[src/rtl/gray_seq_gen.sv]
// Gray-code word source: a binary up/down counter presented as registered Gray code
// over a valid/ready handshake, with a load path and a wrap-around marker.
module gray_seq_gen #(
  parameter int WIDTH = 4
) (
  input  logic             clk,
  input  logic             rst,
  input  logic             EN,
  input  logic             up_dn,
  input  logic             load,
  input  logic [WIDTH-1:0] load_val,
  input  logic             ready,
  output logic [WIDTH-1:0] Dout,
  output logic             valid,
  output logic             wrap
);

  typedef enum logic {IDLE = 1'b0, RUN = 1'b1} state_t;

  localparam logic [WIDTH-1:0] ONE   = {{(WIDTH-1){1'b0}}, 1'b1};
  localparam logic [WIDTH-1:0] ZERO  = '0;
  localparam logic [WIDTH-1:0] ALL_1 = '1;

  function automatic logic [WIDTH-1:0] bin2gray(input logic [WIDTH-1:0] b);
    return b ^ (b >> 1);
  endfunction

  function automatic logic [WIDTH-1:0] gray2bin(input logic [WIDTH-1:0] g);
    logic [WIDTH-1:0] b;
    b[WIDTH-1] = g[WIDTH-1];
    for (int i = WIDTH - 2; i >= 0; i--) begin
      b[i] = b[i+1] ^ g[i];
    end
    return b;
  endfunction

  state_t           state_p0, state_nx;
  logic [WIDTH-1:0] bin_p0, bin_nx;
  logic [WIDTH-1:0] dout_p0, dout_nx;
  logic             wrap_p0, wrap_nx;
  // wrap of an advanced word that was parked in IDLE, shown once it is presented
  logic             pend_p0, pend_nx;

  logic [WIDTH-1:0] bin_adv;
  logic             adv_wrap;

  always_comb begin
    bin_adv  = up_dn ? (bin_p0 + ONE) : (bin_p0 - ONE);
    adv_wrap = up_dn ? (bin_p0 == ALL_1) : (bin_p0 == ZERO);
  end

  always_comb begin
    state_nx = state_p0;
    bin_nx   = bin_p0;
    dout_nx  = dout_p0;
    wrap_nx  = wrap_p0;
    pend_nx  = pend_p0;
    if (load) begin
      bin_nx   = gray2bin(load_val);
      dout_nx  = load_val;
      wrap_nx  = 1'b0;
      pend_nx  = 1'b0;
      state_nx = IDLE;
    end else begin
      case (state_p0)
        IDLE: begin
          if (EN) begin
            state_nx = RUN;
            dout_nx  = bin2gray(bin_p0);
            wrap_nx  = pend_p0;
            pend_nx  = 1'b0;
          end
        end
        RUN: begin
          // Without a handshake everything holds, so EN/up_dn changes have no effect
          if (ready) begin
            bin_nx  = bin_adv;
            dout_nx = bin2gray(bin_adv);
            if (EN) begin
              wrap_nx = adv_wrap;
            end else begin
              state_nx = IDLE;
              wrap_nx  = 1'b0;
              pend_nx  = adv_wrap;
            end
          end
        end
        default: state_nx = IDLE;
      endcase
    end
  end

  // Stage p0: state, count and presented word
  always_ff @(posedge clk or posedge rst) begin
    if (rst) begin
      state_p0 <= IDLE;
      bin_p0   <= '0;
      dout_p0  <= '0;
      wrap_p0  <= 1'b0;
      pend_p0  <= 1'b0;
    end else begin
      state_p0 <= state_nx;
      bin_p0   <= bin_nx;
      dout_p0  <= dout_nx;
      wrap_p0  <= wrap_nx;
      pend_p0  <= pend_nx;
    end
  end

  assign Dout  = dout_p0;
  assign valid = (state_p0 == RUN);
  assign wrap  = wrap_p0;

endmodule

[config.mk]
export PLATFORM = sky130hd
export DESIGN_NAME = gray_seq_gen
export DESIGN_NICKNAME = d
export VERILOG_FILES = /design/src/rtl/gray_seq_gen.sv
export SDC_FILE = /design/constraint.sdc
export NUM_CORES = 1
export LEC_CHECK = 0
export BUFFER_PORTS_ARGS = -buffer_cell sky130_fd_sc_hd__buf_2
export CORE_MARGIN = 5
export CORE_UTILIZATION = 25
export DETAILED_ROUTE_END_ITERATION = 10
export PLACE_DENSITY = 0.52
export SYNTH_ARGS = -nofsm -noshare
export SYNTH_HDL_FRONTEND = slang
export SYNTH_SLANG_ARGS = --single-unit
[constraint.sdc]
create_clock -name clk -period 3.9 [get_ports clk]
set_input_delay 0.585 -clock clk [delete_from_list [all_inputs] [get_ports clk]]
set_output_delay 0.585 -clock clk [all_outputs]
set_load 0.01 [all_outputs]
==> out/results.ini, run 1 <==
[outcome]
run_status = finished, final reports clean

[floorplanning]
core_sq_um = 3310
num_io_pins = 16
dieArea_sq_um = 4650
dieWidth_um = 68.2
die_h_um = 68.2
rows = 21
start_util = 0.256

[synth]
seq_area_frac_synth = 0.325
synth_commonest_cells = dfrtp_1 (11), nor2_1 (11), a21oi_1 (10)
synth_area_leaders = dfrtp_1 (32%), ha_1 (8.9%), a21oi_1 (5.9%)
synth_top_area_frac = 0.325
ys_ff_latch = 11
synthArstFlopShare = 1.00
synth_edf_count = 0
syn_inst = 101
synth_area_leader_cell = dfrtp_1
syn_area_per_cell_sq_um = 8.39
ys_warn_count = 0
syn_nets = 118
synth_flop_cell = dfrtp_1
syn_area_sq_um = 847
synth.distinct_cells = 32

[pwr]
leakagePower_nw = 0.445
ir_worst_vdd_v = 0.0000796
powerDensity_nw_per_um2 = 373

[grt]
grt_max_degree = 24
grt_first_pass_wirelength_mm = 3.27
grt_pass1_vias = 710
antenna_found_initial = 0
grt_usage = 0.0947
grt_overflow = 0

[detailed_routing]
firstDrtPassIters = 4
wl_per_cell_um = 12.1
drtIter0Drc = 14
vias = 728
highest_layer = met3
viasPerCell = 4.52
wl_met3_um = 35
drc = 0
wl_mm = 1.94
wl_met2_mm = 1.02
postRouteAntennaNets = 0
wl_met1_um = 885

[cts]
root_buffer = clkbuf_4
cts_buffer_depth = 2
clk_latency_ns = 0.26
cts_resized = 0
clk_transition_reported_paths_ns = 0.07
cts_setup_buffers = 0
cts_num_sinks = 11
cts_hold_repair.buffers = 0
cts_max_level = 1
cts_tree = yes
numCtsBuffers = 3

[cells_and_area]
syn_to_final_growth_pct = 14.8
drive_gt1_frac = 0.165
utilization = 0.294
diodes = 0
nNetsFinal = 133

[critical_path]
reg2reg_slack_ns = 2.04
max_stage_delay_ns = 0.61
cp-end-kind = flop
crit_top_cell = a211oi_1
cp_top_family = adder cells
start_kind = flop
worst_ep_arrival_time_ns = 1.98
path_buf_inv = 1
crit_required_ns = 4.02
crit_type = flop to flop
reg2reg_from = bin_p0[0]
crit_slowest_cell = fa_1
timing.rr.end = Dout[0]
crit_chain = inv_1 -> fa_1 -> xnor2_1 -> a211oi_1 -> a211oi_1 -> a21oi_1
crit_fanout = 4
r2r_cells = 6

[min_path]
hold_path_class = input port to asynchronous set/reset pin

[timing]
setup_slack_ns = 2.04
finalMaxSlewViolations = 0
grt_setup_unrepaired = no
setup_viol = 0
relSlewSlack = 0.717
max_freq_mhz = 539
finalCritPeriodShare = 0.476
worstMarginPinSlew_ns = 0.424
timing.hold.ws_ns = 0.301
fin_tns_setup_ns = 0
fin_skew_ns = 0.00533
min_period_ns = 1.86
finalHoldViolations = 0

[placement]
pre_cts_slack_ns = 1.89
detailedPlacementHpwl_mm = 1.58
io_buffers = 15
routabilityCongestion = 0.807

[flow_run]
max_cap_viol_count = 0

==> through the flow <==
step           power [W]  instance area (sq um)  std cells
6_report        0.000363                    972        161
5_1_grt         0.000394                    972        161
4_1_cts         0.000369                    972        161
3_5_place_dp    0.000291                    946        157
3_3_place_gp    0.000288                    946        157
2_1_floorplan   0.000253                    847        101
==> power by group <==
group / leakage, nW / internal, W / total, W / switching [W]
logic: 0.295 / 0.0000613 / 0.000141 / 0.0000793
registers: 0.135 / 0.000130 / 0.000147 / 0.0000175
clock network: 0.0150 / 0.0000395 / 0.0000751 / 0.0000355
total: 0.445 / 0.000230 / 0.000363 / 0.000132
==> layout make-up <==
cell class	count	area, sq um
clock buffer	4	26.3
fill	390	2340
inverter	8	30.0
multi-input combinational	77	508
sequential	11	275
tap	46	57.6
timing repair buffer	15	75.1
==> registers in the layout, indices dropped and copies added (netlist names) <==
signal   cells
pend_p0      1
Dout         4
bin_p0       4
wrap         1
valid        1
==> cells by family after synthesis <==
group                      Yosys count  synth area share
muxes                                1            0.0118
DFF                                 11             0.325
and+or+nand+nor                     32             0.179
AOI/OAI and AO/OA                   28             0.204
adders and majority gates            7             0.112
buffers and inverters               13            0.0753
xor gates and xnor gates             9            0.0931
==> placed cells by master, fill, tap and decap left out, types with 2 or more instances in the layout <==
master and instances:
nand2_1 8, and2_1 2, xor2_1 5, clkbuf_4 3
ha_1 6, o21ai_1 2, a21oi_1 10, o31ai_1 2
a211oi_1 2, buf_2 15, nor2_1 11, o21ai_0 6
xnor2_1 4, inv_1 8, nor4_1 2, nand3_1 3
dfrtp_1 11
==> how the worst max path moves through the flow <==
stage                          from  endpoint  slack (ns)  cells past startpoint
after floorplan               up_dn   Dout[0]        2.13                      5
after global placement        up_dn   Dout[0]        1.90                      6
after detailed placement      up_dn   Dout[0]        1.89                      6
after CTS                 bin_p0[0]   Dout[0]        2.06                      6
after global routing      bin_p0[0]   Dout[0]        1.88                      6
final                     bin_p0[0]   Dout[0]        2.04                      6
==> per-layer routing <==
layer / GRT usage / vias to the layer above
li1: - / 378
met1: 0.113 / 342
met2: 0.156 / 8
met3: 0.0213 / 0
met4: 0.0521 / 0
met5: 0 / -
Power figures use the tool's default switching activity.
==> run 2, diff against run 1 <==
--- a/config.mk
+++ b/config.mk
@@ -9,7 +9,7 @@
 export CORE_MARGIN = 5
 export CORE_UTILIZATION = 25
 export DETAILED_ROUTE_END_ITERATION = 10
-export PLACE_DENSITY = 0.52
+export PLACE_DENSITY = 0.54
 export SYNTH_ARGS = -nofsm -noshare
 export SYNTH_HDL_FRONTEND = slang
 export SYNTH_SLANG_ARGS = --single-unit
==> constraint.sdc (replaced) <==
create_clock -name clk -period 1.6 [get_ports clk]
set_input_delay 0.24 -clock clk [delete_from_list [all_inputs] [get_ports clk]]
set_output_delay 0.24 -clock clk [all_outputs]
set_load 0.01 [all_outputs]
==> out/results.ini, run 2 (synthesized netlist as in run 1, its figures left out) <==
[cts]
cts_tree = yes
clk_transition_reported_paths_ns = 0.08
numCtsBuffers = 3
cts_num_sinks = 11
clk_latency_ns = 0.28
cts_max_level = 1
root_buffer = clkbuf_4
cts_buffer_depth = 2

[critical_path]
reg2reg_slack_ns = -0.007
crit_type = flop to flop
cp-end-kind = flop
r2r_cells = 6
crit_fanout = 4
crit_required_ns = 1.82
start_kind = flop
worst_ep_arrival_time_ns = 1.83

[pwr]
powerDensity_nw_per_um2 = 933
leakagePower_nw = 0.504
ir_worst_vdd_v = 0.000188

[cells_and_area]
drive_gt1_frac = 0.320
final_common_cell = buf_2
stdcell_area_sq_um = 1120
nNetsFinal = 143
final_cell_mix = buf_2 (15), dfrtp_1 (11), nor2_1 (11)
n_fill_cell = 358
diodes = 0
syn_to_final_growth_pct = 32.8

[placement]
detailedPlacementHpwl_mm = 1.69
io_buffers = 15
pre_cts_slack_ns = -0.110
routabilityCongestion = 0.768
post_dp_cell_area_sq_um = 1020

[floorplanning]
core_sq_um = 3310
dieArea_sq_um = 4650
dieWidth_um = 68.2
rows = 21
start_util = 0.256
die_h_um = 68.2
num_io_pins = 16

[min_path]
hold_path_class = input port to flop
worstHoldPathCells = 3

[detailed_routing]
vias = 787
wl_mm = 2.11
drc = 0
postRouteAntennaNets = 0
drtIter0Drc = 38
wl_per_cell_um = 12.4
firstDrtPassIters = 6
viasPerCell = 4.60

[timing]
fin_skew_ns = 0.00134
max_freq_mhz = 622
setup_slack_ns = -0.00691
worstMarginPinSlew_ns = 0.456
finalCritPeriodShare = 1.00
finalHoldViolations = 0
timing.hold.ws_ns = 0.238
fin_tns_setup_ns = -0.00691
grt_setup_unrepaired = yes
relSlewSlack = 0.696
min_period_ns = 1.61
setup_viol = 1
finalMaxSlewViolations = 0

[grt]
antenna_found_initial = 0
grt_first_pass_wirelength_mm = 3.62
grt_pass1_vias = 780
grt_max_degree = 24
grt_usage = 0.106
grt_overflow = 0

[outcome]
violations = negative setup slack
run_status = finished, violations left

[flow_run]
max_cap_viol_count = 0

run 2: metal layers:
metal / vias up / global-route usage / routed length (um)
met5: - / 0 / 0
met4: 0 / 0.0670 / 48
met3: 4 / 0.0230 / 102
met2: 16 / 0.165 / 1030
met1: 371 / 0.131 / 930
li1: 396 / - / -
run 2: path summary, 6_finish.rpt:
kind / startpoint / endpoint
worst max-delay path: bin_p0[1] / Dout[3]
worst min-delay path: load_val[0] / Dout[0]
worst max register to register: bin_p0[1] / Dout[3]
worst min register to register: Dout[3] / Dout[3]
max in group asynchronous: rst / Dout[2]
min in group asynchronous: rst / bin_p0[1]
run 2: timing repair:
| action | in CTS | in global routing |
|---|---|---|
| hold buffers | 1 | 0 |
| resized for setup | 3 | 9 |
| hold endpoints to repair | 11 | 0 |
| pin swaps | 3 | 3 |
| buffers inserted | 0 | 0 |
| gates cloned | 0 | 0 |
| setup endpoints to repair | 4 | 6 |
run 2: critical path, stage by stage (launching register included):
cell and delay [ns]:
dfrtp_1 0.38, buf_4 0.16, ha_1 0.28, nand3_1 0.12, and3_4 0.21, nor4_2 0.22, o32a_1 0.19
run 2: cell type report:
class,count,area (sq um),share of cell area
well taps,46,57.6,0.0512
multi-input cells,77,583,0.518
clock buffers,4,26.3,0.0234
inverters,8,30.0,0.0267
flip-flops and latches,11,275,0.245
repair buffers,25,153,0.136
run 2: where the power goes:
group          total (W)  internal, W  switching [W]  leakage (nW)
Combinational   0.000502     0.000250       0.000252         0.354
Sequential      0.000345     0.000316      0.0000298         0.135
Clock           0.000202    0.0000968       0.000106        0.0150
run 2: stage by stage:
step,util,total power (W),std cells
3_5_place_dp,0.308,0.000777,166
2_1_floorplan,-,0.000626,101
5_1_grt,0.340,0.00115,171
4_1_cts,0.326,0.00100,171
3_3_place_gp,0.308,0.000771,166
6_report,0.340,0.00105,171
